### src/rtl/mem_arb_pkg.sv
// Shared types for the single-memory bus arbiter: FSM state encoding,
// port identifiers and the round-robin winner selection.
package mem_arb_pkg;

  typedef enum logic [1:0] {
    ARB_IDLE = 2'd0,
    ARB_BUS  = 2'd1,
    ARB_RESP = 2'd2
  } arb_state_t;

  typedef enum logic {
    PORT_IMEM = 1'b0,
    PORT_DMEM = 1'b1
  } port_t;

  // Round-robin pick: a lone requester wins outright; on a conflict the
  // port that did not win last time gets the bus.
  function automatic port_t pick_winner(input logic  imem_req,
                                        input logic  dmem_req,
                                        input port_t last_grant);
    if (imem_req && dmem_req) begin
      return (last_grant == PORT_IMEM) ? PORT_DMEM : PORT_IMEM;
    end else if (dmem_req) begin
      return PORT_DMEM;
    end else begin
      return PORT_IMEM;
    end
  endfunction

endpackage

### src/rtl/mem_arb_timeout.sv
// Bus-cycle watchdog for the arbiter. Counts cycles spent in BUS and flags
// expiry on the TIMEOUT_CYCLES-th cycle. Only instantiated when the
// arbiter is built with ARB_TIMEOUT_EN.
module mem_arb_timeout #(
  parameter int TIMEOUT_CYCLES = 1024
) (
  input  logic clk,
  input  logic rst_n,
  input  logic start,    // grant issued this cycle, BUS starts next cycle
  input  logic active,   // FSM is in BUS
  output logic expired   // this is the last BUS cycle allowed
);

  localparam int CNT_W = $clog2(TIMEOUT_CYCLES) + 1;

  logic [CNT_W-1:0] count;

  // Counter is zero in the first BUS cycle and advances once per BUS cycle.
  always_ff @(posedge clk or negedge rst_n) begin
    if (!rst_n) begin
      count <= '0;
    end else if (start) begin
      count <= '0;
    end else if (active) begin
      count <= count + 1'b1;
    end
  end

  assign expired = active && (count == CNT_W'(TIMEOUT_CYCLES - 1));

endmodule

### src/rtl/mem_bus_arbiter.sv
// Shares one Wishbone-style master port between a core's instruction-fetch
// and data ports. Round-robin arbitration, one outstanding transfer, all
// bus outputs registered. FSM: IDLE -> BUS -> RESP -> IDLE.
// Optional feature macro: ARB_TIMEOUT_EN adds a bus watchdog that aborts a
// transfer after TIMEOUT_CYCLES cycles without ack and reports it on err.
module mem_bus_arbiter
  import mem_arb_pkg::*;
#(
  parameter int ADDR_WIDTH     = 32,
  parameter int DATA_WIDTH     = 32,
  parameter int TIMEOUT_CYCLES = 1024
) (
  input  logic                    clk,
  input  logic                    rst_n,
  // instruction fetch port
  input  logic                    imem_req_i,
  input  logic [ADDR_WIDTH-1:0]   imem_addr_i,
  output logic                    imem_gnt_o,
  output logic [DATA_WIDTH-1:0]   imem_rdata_o,
  output logic                    imem_err_o,
  // data port
  input  logic                    dmem_req_i,
  input  logic                    dmem_we_i,
  input  logic [DATA_WIDTH/8-1:0] dmem_wstrb_i,
  input  logic [ADDR_WIDTH-1:0]   dmem_addr_i,
  input  logic [DATA_WIDTH-1:0]   dmem_wdata_i,
  output logic                    dmem_gnt_o,
  output logic [DATA_WIDTH-1:0]   dmem_rdata_o,
  output logic                    dmem_err_o,
  // shared bus master
  output logic                    wb_cyc_o,
  output logic                    wb_stb_o,
  output logic                    wb_we_o,
  output logic [DATA_WIDTH/8-1:0] wb_wstrb_o,
  output logic [ADDR_WIDTH-1:0]   wb_addr_o,
  output logic [DATA_WIDTH-1:0]   wb_data_o,
  input  logic [DATA_WIDTH-1:0]   wb_data_i,
  input  logic                    wb_ack_i
);

  localparam int STRB_WIDTH = DATA_WIDTH / 8;

  arb_state_t state;
  port_t      last_grant;
  port_t      owner;
  port_t      winner;

  logic                  cyc_q;
  logic                  we_q;
  logic [STRB_WIDTH-1:0] wstrb_q;
  logic [ADDR_WIDTH-1:0] addr_q;
  logic [DATA_WIDTH-1:0] wdata_q;

  logic                  imem_gnt_q;
  logic                  dmem_gnt_q;
  logic [DATA_WIDTH-1:0] imem_rdata_q;
  logic [DATA_WIDTH-1:0] dmem_rdata_q;

  logic grant_now;  // IDLE with at least one request: start a transfer
  logic in_bus;
  logic bus_done;   // acked in BUS: normal completion
  logic abort;      // watchdog expiry without ack
  logic finish;     // leave BUS this cycle

  assign winner    = pick_winner(imem_req_i, dmem_req_i, last_grant);
  assign grant_now = (state == ARB_IDLE) && (imem_req_i || dmem_req_i);
  assign in_bus    = (state == ARB_BUS);
  assign bus_done  = in_bus && wb_ack_i;
  assign finish    = bus_done || abort;

`ifdef ARB_TIMEOUT_EN
  logic expired;

  mem_arb_timeout #(
    .TIMEOUT_CYCLES (TIMEOUT_CYCLES)
  ) u_timeout (
    .clk     (clk),
    .rst_n   (rst_n),
    .start   (grant_now),
    .active  (in_bus),
    .expired (expired)
  );

  // An ack in the expiry cycle takes priority over the abort.
  assign abort = expired && !wb_ack_i;
`else
  assign abort = 1'b0;
`endif

  // FSM, arbitration history and the bus cycle strobe.
  // NOTE: every clocked register is assigned with <= so all of them update
  // from the same pre-edge values regardless of statement order.
  always_ff @(posedge clk or negedge rst_n) begin
    if (!rst_n) begin
      state      <= ARB_IDLE;
      last_grant <= PORT_IMEM;
      owner      <= PORT_IMEM;
      cyc_q      <= 1'b0;
    end else begin
      case (state)
        ARB_IDLE: begin
          if (grant_now) begin
            owner      <= winner;
            last_grant <= winner;
            cyc_q      <= 1'b1;
            state      <= ARB_BUS;
          end
        end
        ARB_BUS: begin
          if (finish) begin
            cyc_q <= 1'b0;
            state <= ARB_RESP;
          end
        end
        ARB_RESP: begin
          state <= ARB_IDLE;
        end
        default: begin
          cyc_q <= 1'b0;
          state <= ARB_IDLE;
        end
      endcase
    end
  end

  // Latch the winner's request fields; they stay constant through BUS.
  always_ff @(posedge clk or negedge rst_n) begin
    if (!rst_n) begin
      we_q    <= 1'b0;
      wstrb_q <= '0;
      addr_q  <= '0;
      wdata_q <= '0;
    end else if (grant_now) begin
      if (winner == PORT_IMEM) begin
        we_q    <= 1'b0;
        wstrb_q <= '1;
        addr_q  <= imem_addr_i;
        wdata_q <= '0;
      end else begin
        we_q    <= dmem_we_i;
        wstrb_q <= dmem_we_i ? dmem_wstrb_i : {STRB_WIDTH{1'b1}};
        addr_q  <= dmem_addr_i;
        wdata_q <= dmem_wdata_i;
      end
    end
  end

  // Response side: one-cycle grant pulse to the owner and read-data capture.
  always_ff @(posedge clk or negedge rst_n) begin
    if (!rst_n) begin
      imem_gnt_q   <= 1'b0;
      dmem_gnt_q   <= 1'b0;
      imem_rdata_q <= '0;
      dmem_rdata_q <= '0;
    end else begin
      imem_gnt_q <= 1'b0;
      dmem_gnt_q <= 1'b0;
      if (finish) begin
        if (owner == PORT_IMEM) begin
          imem_gnt_q   <= 1'b1;
          imem_rdata_q <= abort ? '0 : wb_data_i;
        end else begin
          dmem_gnt_q <= 1'b1;
          if (abort) begin
            dmem_rdata_q <= '0;
          end else if (!we_q) begin
            dmem_rdata_q <= wb_data_i;
          end
        end
      end
    end
  end

`ifdef ARB_TIMEOUT_EN
  logic imem_err_q;
  logic dmem_err_q;

  // Error flags accompany the grant pulse of an aborted transfer only.
  always_ff @(posedge clk or negedge rst_n) begin
    if (!rst_n) begin
      imem_err_q <= 1'b0;
      dmem_err_q <= 1'b0;
    end else begin
      imem_err_q <= abort && (owner == PORT_IMEM);
      dmem_err_q <= abort && (owner == PORT_DMEM);
    end
  end

  assign imem_err_o = imem_err_q;
  assign dmem_err_o = dmem_err_q;
`else
  assign imem_err_o = 1'b0;
  assign dmem_err_o = 1'b0;
`endif

  assign wb_cyc_o     = cyc_q;
  assign wb_stb_o     = cyc_q;
  assign wb_we_o      = we_q;
  assign wb_wstrb_o   = wstrb_q;
  assign wb_addr_o    = addr_q;
  assign wb_data_o    = wdata_q;

  assign imem_gnt_o   = imem_gnt_q;
  assign dmem_gnt_o   = dmem_gnt_q;
  assign imem_rdata_o = imem_rdata_q;
  assign dmem_rdata_o = dmem_rdata_q;

endmodule

### config.mk
export PLATFORM = sky130hd
export DESIGN_NAME = mem_bus_arbiter
export DESIGN_NICKNAME = d
export VERILOG_FILES = /design/src/rtl/mem_arb_pkg.sv /design/src/rtl/mem_arb_timeout.sv /design/src/rtl/mem_bus_arbiter.sv
export SDC_FILE = /design/constraint.sdc
export NUM_CORES = 1
export LEC_CHECK = 0
export CAP_MARGIN = 20
export CORE_MARGIN = 2
export CORE_UTILIZATION = 40
export DETAILED_ROUTE_END_ITERATION = 6
export PLACE_DENSITY_LB_ADDON = 0.25
export SETUP_SLACK_MARGIN = 0.1
export SYNTH_ARGS = -nofsm -noshare
export SYNTH_HDL_FRONTEND = slang
export SYNTH_SLANG_ARGS = --single-unit
### constraint.sdc
create_clock -name clk -period 1.9 [get_ports clk]
set_input_delay 0.38 -clock clk [delete_from_list [all_inputs] [get_ports clk]]
set_output_delay 0.38 -clock clk [all_outputs]
set_load 0.05 [all_outputs]
== Yosys cells after proc, flatten, opt, wreduce, memory -nomap -nowiden ==
Index checks and enable logic that the tools add are counted.

* Register bits after elaboration: 139
* Output and inout bits: 139

* Eq/ne operators: 4
* Muxes and demuxes: 17
* Bitwise operators: 3
* Reductions and logical operators: 10

{| class="wikitable"
|+ Operators by type and width
! kind !! count
|-
| 2-to-1 mux 32 bit || 2
|-
| 2-to-1 mux 1 bit || 9
|-
| 2-to-1 mux 4 bit || 2
|-
| AND reduction 2 bit || 3
|-
| AND reduction 3 bit || 2
|-
| 2-to-1 mux 2 bit || 2
|-
| one-hot mux 2 bit (2 select lines) || 1
|-
| logical AND 1 bit || 3
|-
| NOT 1 bit || 3
|-
| one-hot mux 1 bit (3 select lines) || 1
|-
| equality test 2 x 1 -> 1 bit, second input constant || 1
|-
| equality test 2 bit, second input constant || 1
|-
| logical NOT 2 bit || 1
|-
| inequality test 2 x 1 -> 1 bit, second input constant || 1
|-
| inequality test 2 bit, second input constant || 1
|-
| logical OR 1 bit || 1
|}

== Depth between registers and ports, before layout ==
Gate-level depths: netlist of run 1.

* Depth in word-level cells: 4
* Mapped depth: 5
* Depth with buffers taken out: 3

== Worst setup path before layout of run 1 ==
Ideal clock, no wire load.

* Path kind: in2reg
* Start point: input port dmem_req_i
* End point: register addr_q[0], in the netlist wb_addr_o[0]
* Library setup time: 0.125 ns
* Arrival: 1.437 ns
* Required time: 1.775 ns
* Slack: 0.339 ns
* Stages on the path: 5
* Path buffers: 2
* Path through: a21bo_1 buf_2 buf_4 mux2_2 mux2_2

* Word-level cells in the longest chain between the ends: 3

{| class="wikitable"
|+ Ends and longest elaborated chain
! element !! line !! source
|-
| start: declaration || mem_bus_arbiter.sv:22 || <nowiki>input logic dmem_req_i,</nowiki>
|-
| 2-to-1 mux 1 bit / logical AND 1 bit (equally long branches) || mem_arb_pkg.sv:23, mem_arb_pkg.sv:21 ||
|-
| 2-to-1 mux 1 bit || mem_arb_pkg.sv:21 || <nowiki>if (imem_req && dmem_req) begin</nowiki>
|-
| 2-to-1 mux 32 bit || mem_bus_arbiter.sv:134 || <nowiki>if (winner == PORT_IMEM) begin</nowiki>
|-
| end signal: assignment || mem_bus_arbiter.sv:137 || <nowiki>addr_q <= imem_addr_i;</nowiki>
|-
| end signal: assignment || mem_bus_arbiter.sv:142 || <nowiki>addr_q <= dmem_addr_i;</nowiki>
|-
| end: declaration || mem_bus_arbiter.sv:51 || <nowiki>logic [ADDR_WIDTH-1:0] addr_q;</nowiki>
|}

Several ways; a longest one is shown, not always the timed one.
A chain may end at the register's enable or synchronous reset.

== Worst setup path in the final report of run 1 ==
* Start point: register dmem_rdata_q[25], in the netlist dmem_rdata_o[25]
* End point: output port dmem_rdata_o[25]

{| class="wikitable"
|+ RTL lines
! element !! line !! source
|-
| start: declaration || mem_bus_arbiter.sv:57 || <nowiki>logic [DATA_WIDTH-1:0] dmem_rdata_q;</nowiki>
|-
| start signal: assignment || mem_bus_arbiter.sv:167 || <nowiki>dmem_rdata_q <= wb_data_i;</nowiki>
|-
| end: declaration || mem_bus_arbiter.sv:28 || <nowiki>output logic [DATA_WIDTH-1:0] dmem_rdata_o,</nowiki>
|}

No word-level cell between the ends.

==> run summary, run 1 <==
CP endpoint kind: output port
Final min period: 1.70 ns
vias per cell: 4.86
unrepaired setup endpoints after global routing: no
measured slew at the worst slew-check pin: 0.539 ns
Rel. slew slack: 0.642
Worst R2R End: dmem_rdata_o[30]
YS warnings: 0
core area: 0.0138 mm^2
DR iter-0 viols: 193
Initial Utilization: 0.406
IO Pins: 277
Reg-to-Reg Start: state[1]
chip height: 122 um
vias in the first global route: 4279
clk_skew: 0.00505 ns
Clock Latency Late Sink: 0.41 ns
Peak Freq: 588 MHz
max-cap viol count: 0
Worst-path clk slew: 0.06 ns
WP buf/inv: 1
Power Density: 2110 mW/mm^2
WL/cell: 17.9 um
commonest non-fill, non-tap cell in the layout: dfrtp_1
data required time at the worst endpoint: 1.52 ns
Final period util: 0.895
Min-Delay Path Class: in -> async
clk sinks: 139
critical path peak fanout: 2
number of synthesized register bits: 139
FILL cells: 1060
post-route ant nets: 0
drt total wl: 14.8 mm
grt ovf: 0
kind of cell adding the most delay to the critical path: buffers and inverters
# setup viols final: 0
worst path arrival time: 1.32 ns
Top Layer Used: met4
Setup Fix Bufs, Post-CTS: 0
post-DP HPWL: 10.7 mm
Final Hold Vio Count: 0
die footprint: 0.0150 mm^2
ANT cells: 0
crit-path cells: dlygate4sd2_1
TritonCTS Buffers: 17
largest net degree at the start of global routing: 42
Slowest Stage Delay on Critical Path: 0.54 ns
area grow syn2layout: 61.5%
# port buffers: 274
syn_area_per_cell: 16.1 um^2
Cells after Synth: 347
Pwr Total: 19100 uW
FF-to-FF path depth: 4
met1 WL: 5.87 mm
most frequent cells in the layout: 139 x dfrtp_1, 136 x clkdlybuf4s50_1, 93 x dlygate4sd2_1, 69 x mux2_2, 50 x buf_4
first-pass GRT wire length: 22.8 mm
CTS Root Buffer Type: clkbuf_16
CTS H-Tree Depth: 4
P_leak: 0.00414 uW
Final Max Tran Viols: 0
TritonRoute pass-1 iters: 4
critical path type: reg -> out
met2 routed WL: 7.25 mm
Total Routing Usage GR: 0.203
sequential area share after synthesis: 0.621
peak supply drop: 0.00110 V
met3 routed WL: 1.30 mm
FF-to-FF setup slack: 0.24 ns
Placer Congestion: 0.774
clk buf depth: 2
vias post-DR: 4013
Worst Hold Margin: 0.433 ns
Die Wd: 122 um
critical path depth: 1
final core utilization: 0.657
# rows: 43
Mapped Area: 0.00560 mm^2
fraction of layout cells with a size suffix above 1: 0.289
worst-path cell with the longest stage delay: dlygate4sd2_1
status: complete, no violations
CP Launch Type: flop
DRC viols: 0
fin nets: 771
initial antenna violation count: 0
TritonCTS clock tree: done
library cells used by synthesis: 26
[cell usage after synthesis]
library cell	n	share of area
a21bo_1	1	0.0018
a21o_1	1	0.0013
a22o_1	32	0.050
and2_1	1	0.0011
and3b_1	1	0.0016
and4b_1	1	0.0018
buf_2	10	0.0089
buf_4	9	0.012
buf_6	3	0.0060
clkbuf_1	3	0.0020
conb_1	1	0.00067
dfrtp_1	139	0.62
inv_1	1	0.00067
mux2_1	39	0.078
mux2_2	69	0.14
mux2_4	20	0.054
nand2_1	2	0.0013
nand2b_1	1	0.0011
nor2_1	1	0.00067
nor2b_1	1	0.0011
nor3_2	1	0.0018
o21a_1	1	0.0013
o21ai_0	3	0.0027
o21ai_1	1	0.00089
o22a_1	4	0.0063
or4b_4	1	0.0025
[kinds of logic after synthesis]
kind of cell / count (synthesis) / synth area share
other: 1 / 0.000670
and+or+nand+nor: 10 / 0.0130
DFF: 139 / 0.621
muxes: 128 / 0.271
AOI/OAI and AO/OA: 43 / 0.0644
buffers and inverters: 26 / 0.0297
[registers in the layout, indices dropped and copies added (netlist names)]
name and cells:
imem_gnt_o 1, state 2, wb_we_o 1, dmem_gnt_o 1, owner 1, wb_data_o 32
wb_addr_o 32, imem_rdata_o 32, wb_wstrb_o 4, dmem_rdata_o 32, wb_cyc_o 1
[per-stage QoR]
stage | setup slack, ns | setup TNS (ns) | cells | area (um^2)
final | 0.200 | 0 | 826 | 9040
after detailed placement | -0.174 | -11.38 | 793 | 8560
after global placement | -0.130 | -9.01 | 793 | 8560
after CTS | 0.175 | 0 | 826 | 9040
after floorplan | 0.339 | 0 | 348 | 5600
after global routing | 0.145 | 0 | 826 | 9040
[power breakdown]
part	leakage (uW)	switching, uW	internal, uW
clock	0.000272	1270	1970
combinational	0.00219	7060	3490
sequential	0.00168	819	4450
[timing repair]
action                     in CTS  in global routing
hold buffers                    1                  0
setup endpoints to repair      93                  0
hold endpoints to repair       28                  0
gates resized for setup        93                  0
[cell type report]
type	count	area (um^2)	share of cell area
inverters	1	3.75	0.000415
clock inverters	13	143	0.0158
multi-input cells	183	1980	0.219
flip-flops and latches	139	3480	0.385
clock buffers	19	443	0.0490
repair buffers	291	2770	0.307
well taps	180	225	0.0249
[layer usage]
layer  GRT usage  up-vias
met4      0.0963        0
met3      0.0753       28
met1       0.233     1968
met2       0.334      186
met5           0        -
li1            -     1831
[worst max-delay path by stage]
stage / startpoint / to / slack (ns)
finish: dmem_rdata_o[25] / dmem_rdata_o[25] / 0.20
detailed placement: dmem_req_i / wb_addr_o[31] / -0.17
global placement: wb_ack_i / dmem_rdata_o[0] / -0.13
CTS: dmem_rdata_o[7] / dmem_rdata_o[7] / 0.18
global route: wb_data_o[11] / wb_data_o[11] / 0.14
floorplan: dmem_req_i / wb_addr_o[0] / 0.34
Power figures use the tool's default switching activity.
==> run 2, diff against run 1 <==
ABC_AREA = 1   (was not set)
CORE_UTILIZATION = 42   (was 40)
==> run 2 against run 1 <==
  * Worst hold slack better by 0.032 ns
  * Wire length increased by 22%
  * Clock power is 13% higher
  * Non-clock buffer count rose by 4
  * Critical path type unchanged
  * Largest cell class unchanged
==> run summary, run 2 <==
WP buf/inv: 1 (unchanged)
# port buffers: 274 (unchanged)
post-synth top area cell: dfrtp_1
Final Max Tran Viols: 0 (unchanged)
CTS Root Buffer Type: clkbuf_16
Initial Utilization: 0.432 (+0.0258)
# rows: 43 (unchanged)
syn_area_per_cell: 8.05 um^2 (-50%)
crit-path cells: dlygate4sd2_1
IO Pins: 277 (unchanged)
Min-Delay Path Class: in -> async
data required time at the worst endpoint: 1.52 ns (about the same)
dpl cells: 1178 (+49%)
pre-CTS WS: 0.131 ns (+0.305 ns)
Int Pwr: 9600 uW (-3.2%)
max-cap viol count: 0 (unchanged)
vias in the first global route: 5577 (+30%)
first-pass GRT wire length: 28.0 mm (+23%)
Final Hold Vio Count: 0 (unchanged)
FILL cells: 1187 (+12%)
Power Density: 2040 mW/mm^2 (-3.1%)
largest net degree at the start of global routing: 46 (+9.5%)
Placer Congestion: 0.798 (+3.2%)
logic gate share of total power: 0.544 (-0.009)
fin nets: 1156 (+50%)
Synth top cells by count: 339 x nand2_1, 139 x dfrtp_1, 98 x nand3_1
vias post-DR: 5730 (+43%)
sequential area share after synthesis: 0.577 (-0.0439)
post-route ant nets: 0 (unchanged)
number of synthesized register bits: 139 (unchanged)
commonest non-fill, non-tap cell in the layout: nand2_1
Clock Latency Late Sink: 0.41 ns (about the same)
clk_skew: 0.00573 ns (+0.000684 ns)
core area: 0.0139 mm^2 (+1.2%)
Peak Freq: 594 MHz (+1.0%)
Sw Share: 0.500 (+0.0202)
Setup Fix Bufs, Post-CTS: 0 (unchanged)
DRC viols: 0 (unchanged)
vias per cell: 4.73 (-2.6%)
critical path peak fanout: 2 (unchanged)
P_leak: 0.00516 uW (+25%)
chip height: 124 um (+1.2%)
TNS Setup: 0 ns (unchanged)
post-DP HPWL: 12.8 mm (+20%)
most numerous cell in the Yosys netlist: nand2_1
status: complete, no violations
Worst Hold Margin: 0.465 ns (+0.0322 ns)
Worst R2R End: wb_data_o[19]
worst path arrival time: 1.30 ns (-0.02 ns)
worst setup margin: 0.218 ns (+0.0173 ns)
unrepaired setup endpoints after global routing: no
area grow syn2layout: 56.0%
worst-path cell with the longest stage delay: dlygate4sd2_1
TritonRoute pass-1 iters: 4 (unchanged)
Non-Filler Instances: 1211 (+47%)
Cells after Synth: 748 (+120%)
CTS H-Tree Depth: 4 (unchanged)
CP Launch Type: flop
most frequent cells in the layout: 339 x nand2_1, 139 x dfrtp_1, 136 x clkdlybuf4s50_1, 98 x nand3_1, 87 x buf_4
CP endpoint kind: output port
TritonCTS Buffers: 17 (unchanged)
Rel. slew slack: 0.626 (-0.0161)
clk buf depth: 2 (unchanged)
Worst-path clk slew: 0.06 ns (about the same)
library cells used by synthesis: 16 (-38%)
peak supply drop: 0.00115 V (+4.5%)
drt total wl: 18.0 mm (+22%)
ys flop type: dfrtp_1
sequential share of power: 0.266 (-0.010)
Async SR Flop Fraction: 1.00 (unchanged)
grt ovf: 0 (unchanged)
Post-synth EDFFs: 0 (unchanged)
share of total power in the clock network: 0.190 (+0.020)
Reg area: 0.00348 mm^2 (unchanged)
critical path type: reg -> out
post-synth top area share: 0.577 (-0.0439)
FF-to-FF setup slack: 0.49 ns (+0.25 ns)
multi-input logic area: 0.00202 mm^2 (+2.4%)
Psw: 9600 uW (+5.0%)
most area-consuming cells after synthesis: dfrtp_1 58%, nand2_1 21%, nand3_1 8.1%, inv_1 4.5%, o21ai_0 3.2%
kind of cell adding the most delay to the critical path: buffers and inverters
TritonCTS clock tree: done
Reg-to-Reg Start: owner
Slowest Stage Delay on Critical Path: 0.54 ns (about the same)
die footprint: 0.0153 mm^2 (+2.4%)
DR iter-0 viols: 256 (+33%)
YS warnings: 0 (unchanged)
measured slew at the worst slew-check pin: 0.560 ns (+0.0213 ns)
WL/cell: 14.9 um (-17%)
Final min period: 1.68 ns (-0.0173 ns)
FF-to-FF path depth: 5 (+1)
Die Wd: 124 um (+1.2%)
initial antenna violation count: 1 (+1)
Total Routing Usage GR: 0.238 (+0.0353)
fraction of layout cells with a size suffix above 1: 0.131 (-0.158)
clk sinks: 139 (unchanged)
Final period util: 0.885 (-0.00912)
Mapped Area: 0.00602 mm^2 (+7.6%)
# setup viols final: 0 (unchanged)
[run 2: cell types whose count changed after synthesis, moves of 9 or more]
cell	previous run	this run
nand2_1	2	339
nand3_1	0	98
inv_1	1	73
mux2_2	69	0
mux2_1	39	0
o21ai_0	3	38
a22o_1	32	0
mux2_4	20	0
clkbuf_1	3	13
buf_2	10	19
[run 2: layer usage]
layer | part of all wire | global-route usage
met1 | 0.39 | 0.279
met3 | 0.096 | 0.0783
met2 | 0.48 | 0.399
met5 | 0 | 0
met4 | 0.029 | 0.104
[run 2: cell type report]
type                    count  share of cell area
diodes                      1            0.000266
flip-flops and latches    139               0.370
multi-input cells         488               0.215
repair buffers            295               0.289
clock buffers              21              0.0501
well taps                 180              0.0240
clock inverters            10              0.0201
inverters                  77              0.0308
[run 2: how the worst max path moves through the flow]
stage / start / endpoint / slack, ns / cells past startpoint
floorplan: wb_we_o / dmem_rdata_o[10] / 0.58 / 5
global placement: dmem_req_i / wb_data_o[9] / 0.15 / 5
finish: imem_rdata_o[3] / imem_rdata_o[3] / 0.22 / 1
global route: imem_rdata_o[14] / imem_rdata_o[14] / 0.16 / 1
detailed placement: dmem_req_i / wb_data_o[17] / 0.13 / 5
CTS: dmem_rdata_o[23] / dmem_rdata_o[23] / 0.19 / 1
[run 2: stage by stage]
step / utilization / instance area, um^2 / power [uW]
2_1_floorplan: - / 6030 / 12300
3_3_place_gp: 0.632 / 8800 / 16000
3_5_place_dp: 0.632 / 8800 / 16100
4_1_cts: 0.674 / 9390 / 19400
5_1_grt: 0.674 / 9400 / 20200
6_report: 0.674 / 9400 / 19200
[run 2: power groups by stage]
stage | registers, uW | logic, uW | clock network, uW
floorplan | 9910 | 2350 | 0
global placement | 5130 | 10900 | 0
detailed placement | 5150 | 11000 | 0
CTS | 5120 | 10500 | 3720
global route | 5290 | 11100 | 3860
finish | 5110 | 10400 | 3660
[run 2: what timing repair did]
item	in CTS	in global routing
hold buffers	1	0
endpoints found under the hold margin	42	0
resized for setup	64	0
endpoints found under the setup margin	64	0
[run 2: kinds of logic (layout without fill, tap and decap cells)]
family                 after synthesis  in the layout  share of synthesized area
other                                1              3                   0.000623
AND/OR/NAND/NOR                    447            447                      0.302
buffers and inverters              122            403                     0.0875
AO/OA/AOI/OAI                       39             39                     0.0324
flip-flops                         139            139                      0.577
==> run 3, diff against run 2 <==
CORE_UTILIZATION = 45   (was 42)
clock period = 1.98 ns   (was 1.9 ns; I/O delays follow)
==> run 3 against run 2 <==
  * Worst hold slack about the same
  * Critical path depth is the same
  * Sequential power fell by 4.3%
  * Clock skew decreased by 0.00067 ns
  * Register-to-register slack improved by 0.19 ns
  * Core utilization is 4.5 points higher
  * Power fell by 6.9%
  * Clock power fell by 13%
  * Sequential cell count did not move
  * Final cell count fell by 0.25%
  * Largest cell class unchanged
==> run summary, run 3 (synthesized netlist as in run 2, its figures left out) <==
Clock Latency Late Sink: 0.40 ns (about the same)
vias per cell: 4.79 (+1.3%)
Final period util: 0.878
Final Hold Vio Count: 0 (unchanged)
commonest non-fill, non-tap cell in the layout: nand2_1
dpl cells: 1176 (-0.17%)
Reg-to-Reg Start: state[0]
Peak Freq: 575 MHz
post-route ant nets: 0 (unchanged)
Worst R2R End: wb_data_o[4]
Rel. slew slack: 0.633 (+0.00728)
initial antenna violation count: 0 (-1)
vias in the first global route: 5666 (+1.6%)
critical path depth: 1 (unchanged)
Non-Filler Instances: 1208 (-0.25%)
vias post-DR: 5791 (+1.1%)
unrepaired setup endpoints after global routing: no
CTS Root Buffer Type: clkbuf_16
kind of cell adding the most delay to the critical path: buffers and inverters
# setup viols final: 0 (unchanged)
worst path arrival time: 1.34 ns (+0.04 ns)
fraction of layout cells with a size suffix above 1: 0.0746 (-0.0565)
Initial Utilization: 0.458 (+0.0262)
TritonCTS clock tree: done
CP Launch Type: flop
# port buffers: 274 (unchanged)
TritonRoute pass-1 iters: 4 (unchanged)
core area: 0.0131 mm^2 (-5.7%)
die footprint: 0.0143 mm^2 (-6.5%)
TritonCTS Buffers: 17 (unchanged)
Slowest Stage Delay on Critical Path: 0.55 ns (about the same)
Final min period: 1.74 ns
peak supply drop: 0.00106 V (-7.6%)
TNS Setup: 0 ns (unchanged)
WP buf/inv: 1 (unchanged)
clk sinks: 139 (unchanged)
critical path type: reg -> out
DR iter-0 viols: 406 (+59%)
CP endpoint kind: output port
clk buf depth: 2 (unchanged)
P_leak: 0.00522 uW (+1.0%)
max-cap viol count: 0 (unchanged)
IO Pins: 277 (unchanged)
status: complete, no violations
critical path peak fanout: 3 (+1)
Setup crit start: wb_cyc_o
# rows: 42 (-2.3%)
crit-path cells: dlygate4sd2_1
drt total wl: 18.1 mm (+0.38%)
chip height: 120 um (-3.3%)
first-pass GRT wire length: 29.1 mm (+3.7%)
post-DP HPWL: 12.9 mm (+0.54%)
Final Max Tran Viols: 0 (unchanged)
data required time at the worst endpoint: 1.58 ns (+0.06 ns)
Setup Fix Bufs, Post-CTS: 0 (unchanged)
area grow syn2layout: 56.9%
grt ovf: 0 (unchanged)
Critical Path End: wb_cyc_o
measured slew at the worst slew-check pin: 0.550 ns (-0.0101 ns)
Min-Delay Path Class: reg -> reg
FILL cells: 1142 (-3.8%)
clk_skew: 0.00506 ns (-0.000673 ns)
worst-path cell with the longest stage delay: dlygate4sd2_1
Worst-path clk slew: 0.06 ns (about the same)
CTS H-Tree Depth: 4 (unchanged)
DRC viols: 0 (unchanged)
Total Routing Usage GR: 0.259 (+0.0211)
ANT cells: 0 (-1)
largest net degree at the start of global routing: 54 (+17%)
most frequent cells in the layout: 339 x nand2_1, 139 x dfrtp_1, 136 x clkdlybuf4s50_1, 122 x dlygate4sd2_1, 98 x nand3_1
FF-to-FF setup slack: 0.68 ns (+0.19 ns)
FF-to-FF path depth: 7 (+2)
Power Density: 1890 mW/mm^2 (-7.5%)
Placer Congestion: 0.823 (+3.0%)
WL/cell: 15.0 um (+0.63%)
Die Wd: 120 um (-3.3%)
fin nets: 1158 (+0.17%)
## run 3: area by class of cell
cell class                 instances  area, um^2  area share
tap                              176         220      0.0233
multi-input combinational        488        2020       0.214
inverter                          77         289      0.0306
clock inverter                    10         144      0.0152
clock buffer                      21         450      0.0477
sequential                       139        3480       0.368
timing repair buffer             297        2840       0.301
## run 3: timing repair
item / 4_1_cts / 5_1_grt
resized for setup: 122 / 0
hold buffers: 1 / 0
setup endpoints to repair: 122 / 0
hold endpoints to repair: 49 / 0
## run 3: worst min path at each step
stage,startpoint,end,slack (ns),cells past startpoint
after global placement,rst_n,wb_data_o[10],0.39,1
after detailed placement,rst_n,wb_data_o[6],0.40,1
after floorplan,rst_n,dmem_gnt_o,0.10,0
after global routing,wb_data_o[2],wb_data_o[2],0.49,2
after CTS,wb_wstrb_o[0],wb_wstrb_o[0],0.47,2
final,wb_wstrb_o[0],wb_wstrb_o[0],0.46,2
## run 3: metrics by stage
stage | cell area (um^2) | power [uW] | utilization | hold WS, ns | setup slack, ns
final | 9450 | 17900 | 0.719 | 0.465 | 0.242
after global routing | 9450 | 18900 | 0.719 | 0.485 | 0.194
after global placement | 9000 | 15500 | 0.685 | 0.395 | 0.188
after detailed placement | 9000 | 15700 | 0.685 | 0.401 | 0.145
after floorplan | 6030 | 11800 | - | 0.100 | 0.659
after CTS | 9450 | 18000 | 0.719 | 0.468 | 0.203
## run 3: report_power, final
group | leakage (uW) | switching, uW | total, uW | internal, uW
logic | 0.00319 | 7340 | 9820 | 2480
registers | 0.00174 | 693 | 4890 | 4190
clock network | 0.000279 | 1160 | 3170 | 2010
total | 0.00522 | 9180 | 17900 | 8690
## run 3: tightest hold or removal path: cells and delay by family, from the launching register on
family | cells | cell delay [ns]
AND/OR/NAND/NOR | 2 | 0.09
flip-flops | 1 | 0.34
## run 3: metal layers
metal  up-vias  share of wire  global-route usage  wire length (um)
li1       2840              -                   -                 -
met1      2692           0.40               0.312              7200
met2       222           0.49               0.433              8860
met3        37          0.083              0.0822              1510
met4         0          0.030               0.102               540
met5         -              0                   0                 0
